===== config.mk =====
export PLATFORM = sky130hd
export DESIGN_NAME = crossbar_arbiter
export DESIGN_NICKNAME = d
export VERILOG_FILES = /design/src/rtl/crossbar_pkg.sv /design/src/rtl/crossbar_arbiter_rr_picker.sv /design/src/rtl/crossbar_arbiter.sv
export SDC_FILE = /design/constraint.sdc
export NUM_CORES = 1
export LEC_CHECK = 0
export CAP_MARGIN = 30
export CORE_ASPECT_RATIO = 0.6
export CORE_MARGIN = 3
export CORE_UTILIZATION = 30
export CTS_BUF_LIST = sky130_fd_sc_hd__clkbuf_8
export DETAILED_ROUTE_END_ITERATION = 8
export GPL_ROUTABILITY_DRIVEN = 0
export GPL_TIMING_DRIVEN = 0
export MAX_ROUTING_LAYER = met4
export PLACE_DENSITY = 0.49
export SETUP_SLACK_MARGIN = 0.05
export SLEW_MARGIN = 5
export SYNTH_ARGS = -nofsm -noshare
export SYNTH_HDL_FRONTEND = slang
export SYNTH_SLANG_ARGS = --single-unit

===== constraint.sdc =====
create_clock -name clk -period 12.6 [get_ports clk]
set_input_delay 1.26 -clock clk [delete_from_list [all_inputs] [get_ports clk]]
set_output_delay 1.26 -clock clk [all_outputs]
set_load 0.005 [all_outputs]

===== src/rtl/crossbar_pkg.sv =====
// Shared types for the crossbar request/grant arbiter.
// Default master count, master-id type and arbiter FSM states.
package crossbar_pkg;

    localparam int N_MASTERS_DEF = 16;
    localparam int ID_W_DEF      = $clog2(N_MASTERS_DEF);

    typedef logic [ID_W_DEF-1:0] master_id_t;

    typedef enum logic [1:0] {
        IDLE,
        GRANTED,
        GAP
    } arb_state_e;

endpackage


===== src/rtl/crossbar_arbiter_rr_picker.sv =====
// Combinational rotating-priority picker.
// Ports: eligible vector, ptr (first index to scan) ->
//   winner_oh (one-hot), winner_id, any (eligible nonzero).
module rr_picker #(
    parameter int N    = 16,
    parameter int ID_W = $clog2(N)
) (
    input  logic [N-1:0]    eligible,
    input  logic [ID_W-1:0] ptr,
    output logic [N-1:0]    winner_oh,
    output logic [ID_W-1:0] winner_id,
    output logic            any
);

    // Scan ptr, ptr+1, ... wrapping at N; the first hit wins.
    always_comb begin
        int j;
        logic [ID_W-1:0] jj;
        winner_oh = '0;
        winner_id = '0;
        any       = 1'b0;
        for (int i = 0; i < N; i++) begin
            j = int'(ptr) + i;
            if (j >= N) j = j - N;
            jj = ID_W'(j);
            if (!any && eligible[jj]) begin
                any           = 1'b1;
                winner_oh[jj] = 1'b1;
                winner_id     = jj;
            end
        end
    end

endmodule


===== src/rtl/crossbar_arbiter.sv =====
// Round-robin arbiter for the crossbar master-side path.
// In: request/req_mask per master, done/lock from the crossbar.
// Out: one-hot grant, grant_valid, grant_id, timeout_err/timeout_id.
module crossbar_arbiter
    import crossbar_pkg::*;
#(
    parameter int N_MASTERS = N_MASTERS_DEF,
    parameter int ID_W      = $clog2(N_MASTERS),
    parameter int TIMEOUT   = 1024
) (
    input  logic                 clk,
    input  logic                 rst,
    input  logic [N_MASTERS-1:0] request,
    input  logic [N_MASTERS-1:0] req_mask,
    input  logic                 done,
    input  logic                 lock,
    output logic [N_MASTERS-1:0] grant,
    output logic                 grant_valid,
    output logic [ID_W-1:0]      grant_id,
    output logic                 timeout_err,
    output logic [ID_W-1:0]      timeout_id
);

    // A disabled watchdog still needs a legal 1-bit counter.
    localparam int WD_W = (TIMEOUT > 0) ? $clog2(TIMEOUT + 1) : 1;
    localparam logic [WD_W-1:0] WD_LAST =
        (TIMEOUT > 0) ? WD_W'(TIMEOUT - 1) : '0;
    localparam logic [ID_W-1:0] LAST_ID = ID_W'(N_MASTERS - 1);

    arb_state_e           state_q, state_d;
    logic [ID_W-1:0]      ptr_q, ptr_d;
    logic [WD_W-1:0]      wdog_q, wdog_d;
    logic [N_MASTERS-1:0] grant_q, grant_d;
    logic [ID_W-1:0]      id_q, id_d;
    logic                 terr_q, terr_d;
    logic [ID_W-1:0]      tid_q, tid_d;

    logic [N_MASTERS-1:0] eligible;
    logic [N_MASTERS-1:0] pick_oh;
    logic [ID_W-1:0]      pick_id;
    logic                 pick_any;

    assign eligible = request & req_mask;

    rr_picker #(
        .N    (N_MASTERS),
        .ID_W (ID_W)
    ) u_picker (
        .eligible  (eligible),
        .ptr       (ptr_q),
        .winner_oh (pick_oh),
        .winner_id (pick_id),
        .any       (pick_any)
    );

    always_ff @(posedge clk or posedge rst) begin
        if (rst) begin
            state_q <= IDLE;
            ptr_q   <= '0;
            wdog_q  <= '0;
            grant_q <= '0;
            id_q    <= '0;
            terr_q  <= 1'b0;
            tid_q   <= '0;
        end else begin
            state_q <= state_d;
            ptr_q   <= ptr_d;
            wdog_q  <= wdog_d;
            grant_q <= grant_d;
            id_q    <= id_d;
            terr_q  <= terr_d;
            tid_q   <= tid_d;
        end
    end

    always_comb begin
        logic rel;
        state_d = state_q;
        ptr_d   = ptr_q;
        wdog_d  = wdog_q;
        grant_d = grant_q;
        id_d    = id_q;
        terr_d  = 1'b0;
        tid_d   = tid_q;
        rel     = 1'b0;

        unique case (state_q)
            IDLE: begin
                if (pick_any) begin
                    grant_d = pick_oh;
                    id_d    = pick_id;
                    wdog_d  = '0;
                    state_d = GRANTED;
                end
            end
            GRANTED: begin
                // Ordering matters: abandon beats done, done beats
                // the watchdog, so neither raises a spurious error.
                if (!request[id_q] || !req_mask[id_q]) begin
                    rel = 1'b1;
                end else if (done && !lock) begin
                    rel = 1'b1;
                end else if (done && lock) begin
                    wdog_d = '0;
                end else if (TIMEOUT != 0 && wdog_q == WD_LAST) begin
                    rel    = 1'b1;
                    terr_d = 1'b1;
                    tid_d  = id_q;
                end else if (wdog_q != '1) begin
                    // Saturating, so a disabled watchdog never wraps.
                    wdog_d = wdog_q + 1'b1;
                end

                if (rel) begin
                    grant_d = '0;
                    id_d    = '0;
                    ptr_d   = (id_q == LAST_ID) ? '0 : id_q + 1'b1;
                    state_d = GAP;
                end
            end
            GAP: begin
                state_d = IDLE;
            end
            default: begin
                state_d = IDLE;
            end
        endcase
    end

    assign grant       = grant_q;
    assign grant_valid = |grant_q;
    assign grant_id    = id_q;
    assign timeout_err = terr_q;
    assign timeout_id  = tid_q;

endmodule


; Word-level counts from Yosys, hierarchy flattened
; Index checks and enable logic that the tools add are counted.
[word_totals]
ff_bits = 42
inputBits = 36
output_inout_bits = 26
word_cells = 335
[classes]
addsub = 33
n_lt_le_gt_ge = 49
eq_ne = 10
mux = 157
bitwise = 19
reduce_logical = 60
[ops]
columns = op, count
row1 = $mux 16, 18
row2 = $or 16x16->16, 15
row3 = $mux 4, 35
row4 = $lt 4x5->1 const B, 17
row5 = $ge 5x5->1 const B, 15
row6 = $bmux 1 s4, 18
row7 = $mux 11, 6
row8 = $demux 1 s4, 16
row9 = $ge 4x1->1 const B, 16
row10 = $sub 4x1->4 const B, 16
row11 = $mux 1, 58
row12 = $add 4x4->5 const B, 8
row13 = $logic_and 1x1->1, 33
row14 = $pmux 16 s2, 1
row15 = $pmux 11 s2, 1
row16 = $add 4x3->5 const B, 4
row17 = $logic_not 1->1, 18
row18 = $and 16x16->16, 1
row19 = $reduce_or 16->1, 1
row20 = $add 11x1->11 const B, 1
row21 = $eq 11x10->1 const B, 1
row22 = $ne 11x11->1 const B, 1
row23 = $add 4x2->5 const B, 2
row24 = $ne 2x2->1 const B, 4
row25 = other kinds (17), 22

; Logic depth before layout (Yosys ltp)
[depth]
ltp_word = 52
ltp_mapped = 19
depth_no_buf = 13

; Modules after synthesis
; A second synthesis with hierarchy kept.
[hier_totals]
cells_unflattened = 818
hier_area_um2 = 6283.5
[by_module_without_submodules]
columns = module, n_inst, cells_per_inst, area_per_inst_um2
row1 = rr_picker, 1, 569, 4046.4
row2 = crossbar_arbiter, 1, 249, 2237.1

; Worst setup path before layout
; Ideal clock, no wire load.
[synth_timing]
path_kind = register to register
startpoint = register ptr_q[2]
endpoint = register grant_q[6], in the netlist grant[6]
arrival_ns = 4.647
required_time_ns = 12.479
slack_ns = 7.833
path_stages_with_launch = 19
path_buffers = 5
synth_period_minus_slack_ns = 4.767
cell_sequence = dfrtp_1 clkbuf_1 inv_1 clkbuf_1 ha_1 buf_2 inv_1 buf_2 mux4_2 o22a_1 and2_1 clkbuf_1 nand3_1 nor3_1 a221o_1 or4_1 nor3_1 nand4_1 a22o_1
[synth_between]
elab_chain_len = 52
[synth_lines]
columns = item, line_no
row1 = "start, declared", crossbar_arbiter.sv:31  ; logic [ID_W-1:0] ptr_q, ptr_d;
row2 = "start signal, assigned", crossbar_arbiter.sv:67  ; ptr_q <= ptr_d;
row3 = "parallel branches: the longest is 52 deep, another holds $add 4x1->5", -
row4 = "end signal, assigned", crossbar_arbiter.sv:69  ; grant_q <= grant_d;
row5 = "end, declared", crossbar_arbiter.sv:33  ; logic [N_MASTERS-1:0] grant_q, grant_d;
; Several ways; the timed one is not identified. The select of a mux whose other input is x is not followed.
; A chain may end at the register's enable or synchronous reset.

; Final worst setup path
; Same ends and word-level chain as after synthesis.

==> results.toml <==
[run_status]
outcome = "finished, violations left"
violations = "DRC"

[logic_synthesis]
async_reset_ff_share_pct = 100.0
ys_ff_latch = 42
yosysMostFrequentCell = "nand2_1"
syn_nets = 910
synth_area_leaders = "dfrtp_1, mux4_2, nand2_1"
synth_commonest_cells = "nand2_1, nor2_1, o21ai_0"
yosysTopAreaCellShare_pct = 15.95
ys_seq_area_share_pct = 15.95
synth_area_leader_cell = "dfrtp_1"
synthCells = 859
netlist_area_um2 = 6591
synth_ff_type = "dfrtp_1"
avgSynthCellArea_um2 = 7.673
yosysWarnings = 0
synth_edf_count = 0
yosysUniqueCellTypes = 80

[clocking]
tritoncts = "yes"
ctsRootBufferMaster = "clkbuf_8"
postCtsSetupBuffers = 0
numCtsBuffers = 5
clkTransAtPathRegs_ps = 90
cts_sinks = 42
ctsResizeCount = 0
cts_hold_buf = 0
clockBufferDepth = 2
clk_latency_ps = 300
htree_levels = 2

[routing]
wl_um = 33300
num_vias = 8386
first_pass_iters = 9
antenna_left = 0
drt_first_iter_violations = 1847
wl_per_cell_um = 27.43
routed_via_density = 6.908
drc = 3

[setup_path]
start_kind = "flop"
cp_common_cell = "clkbuf_1"
slowest_delay_ps = 820
slowest_stage = "nor3_1"
end_kind = "flop"
path_class = "flop to flop"
crit_chain = "clkbuf_1, inv_1, clkbuf_1, ha_1, buf_2, inv_1, buf_2, mux4_2, o22a_1, and2_1, clkbuf_1, nand3_1, nor3_1, a221o_1, or4_1, nor3_1, nand4_1, a22o_1"
arrival_ps = 7380
required_ps = 12790
cp_max_fo = 14

[sta]
rsz0062_at_grt = "no"
tightest_slew_ps = 1097
clock_skew_ps = 8.451
relSlewSlack_pct = 26.27
setup_violations = 0
setup_tns_ps = 0
max_freq_mhz = 139.1
finalHoldViolCount = 0
slew_viol_final = 0
fin_crit_sh_pct = 57.06
layout_min_cycle_time_ps = 7189

[die]
die_w_um = 197.4
dieArea_um2 = 23840
rows = 41
die_h_um = 120.8
io_pins = 62
core_um2 = 21290
start_util_pct = 30.96

[global_route]
grt_pass1_wl_um = 49360
grt_max_degree = 31
globalRouteOverflowTotal = 0
antenna_found_initial = 1
grtUsageTotal_pct = 27.97
grt_pass1_vias = 7618

[cells_and_area]
drive_gt1_share_pct = 11.35
area_growth_syn_to_layout_pct = 17.16
final_util_pct = 36.27
fill_cells = 2209
layout.cells.non_filler = 1214
fin_nets = 984

[job]
cap_violations = 0

[place]
port_buffers = 61
dpl.hpwl_um = 25970
place_inst = 1205

[hold_path]
hold_class = "flop to flop"
==> cell usage in the layout, fill, tap and decap left out, types with 11 or more instances in the layout <==
| cell type | synthesis | final |
|---|---|---|
| buf_2 | 14 | 15 |
| a31oi_1 | 16 | 16 |
| a21boi_0 | 11 | 11 |
| nor3_1 | 36 | 36 |
| mux4_2 | 45 | 45 |
| ha_1 | 15 | 15 |
| nand3_1 | 47 | 47 |
| nand2_1 | 132 | 132 |
| nor4_1 | 12 | 12 |
| o22ai_1 | 19 | 19 |
| inv_1 | 15 | 14 |
| clkdlybuf4s50_1 | 0 | 61 |
| nand4_1 | 13 | 13 |
| and2_1 | 19 | 19 |
| o211ai_1 | 13 | 13 |
| clkbuf_1 | 36 | 36 |
| nor2_1 | 86 | 86 |
| xnor2_1 | 12 | 12 |
| o21ai_0 | 54 | 54 |
| a21oi_1 | 29 | 29 |
| dfrtp_1 | 42 | 42 |
| mux2i_1 | 18 | 18 |
==> per-stage QoR <==
stage / setup WS, ps / area (µm²) / hold slack (ps)
4_1_cts: 6021 / 7720 / 492.8
5_1_grt: 5402 / 7722 / 500.2
3_3_place_gp: 5939 / 7551 / 463.5
6_report: 5411 / 7722 / 490.1
3_5_place_dp: 6047 / 7606 / 470.3
2_1_floorplan: 7833 / 6591 / 460.1
==> worst paths after layout <==
kind / from / endpoint / slack [ps] / cells after the start
worst max-delay path: ptr_q[2]$_DFFE_PP0P_ / grant[6]$_DFFE_PP0P_ / 5410 / 18
worst min-delay path: timeout_id[0]$_DFFE_PP0P_ / timeout_id[0]$_DFFE_PP0P_ / 490 / 2
worst max register to register: ptr_q[2]$_DFFE_PP0P_ / grant[6]$_DFFE_PP0P_ / 5410 / 18
worst min register to register: timeout_id[0]$_DFFE_PP0P_ / timeout_id[0]$_DFFE_PP0P_ / 490 / 2
max in group asynchronous: rst / grant[11]$_DFFE_PP0P_ / 10930 / 3
min in group asynchronous: rst / timeout_id[3]$_DFFE_PP0P_ / 1210 / 2
==> area by class of cell <==
type	count	area, µm²	share of cell area, %
multi-input combinational	737	5184	67.13
clock buffer	5	68.82	0.8911
antenna	1	2.502	0.03240
inverter	18	67.56	0.8749
timing repair buffer	67	665.6	8.620
clock inverter	3	45.04	0.5833
buffer	62	289.0	3.743
tap	279	349.1	4.520
sequential	42	1051	13.61
==> sequential cells by signal, summed over array words and instances (netlist names) <==
signal,flops
grant,16
timeout_id,4
wdog_q,11
ptr_q,4
grant_id,4
state_q,2
timeout_err,1
==> critical path, delay by kind of cell, from the launching register on <==
family / cells / cell delay (ps)
fa+ha+maj: 1 / 440
compound gates: 3 / 950
simple gates: 6 / 2140
mux: 1 / 580
buf+inv: 7 / 2260
flops: 1 / 700
==> metal layers <==
metal  up-vias  wire, µm  track usage, %
met5         -         0               -
met4         0      1038           5.071
met3       156      6347           15.37
met2       776     11300           32.20
met1      3982     14610           41.31
li1       3472         -               -
==> cells by family after synthesis <==
group / count (synthesis) / synth area share (%)
AO/OA/AOI/OAI: 251 / 26.52
XOR/XNOR: 17 / 2.373
adder cells (fa/ha/maj): 15 / 2.847
buffers and inverters: 80 / 5.410
flip-flops: 42 / 15.95
multiplexers: 67 / 18.83
AND/OR/NAND/NOR: 387 / 28.08
Power is not shown: default switching activity piles up to over one toggle a cycle in this logic, so the estimate is an artifact.
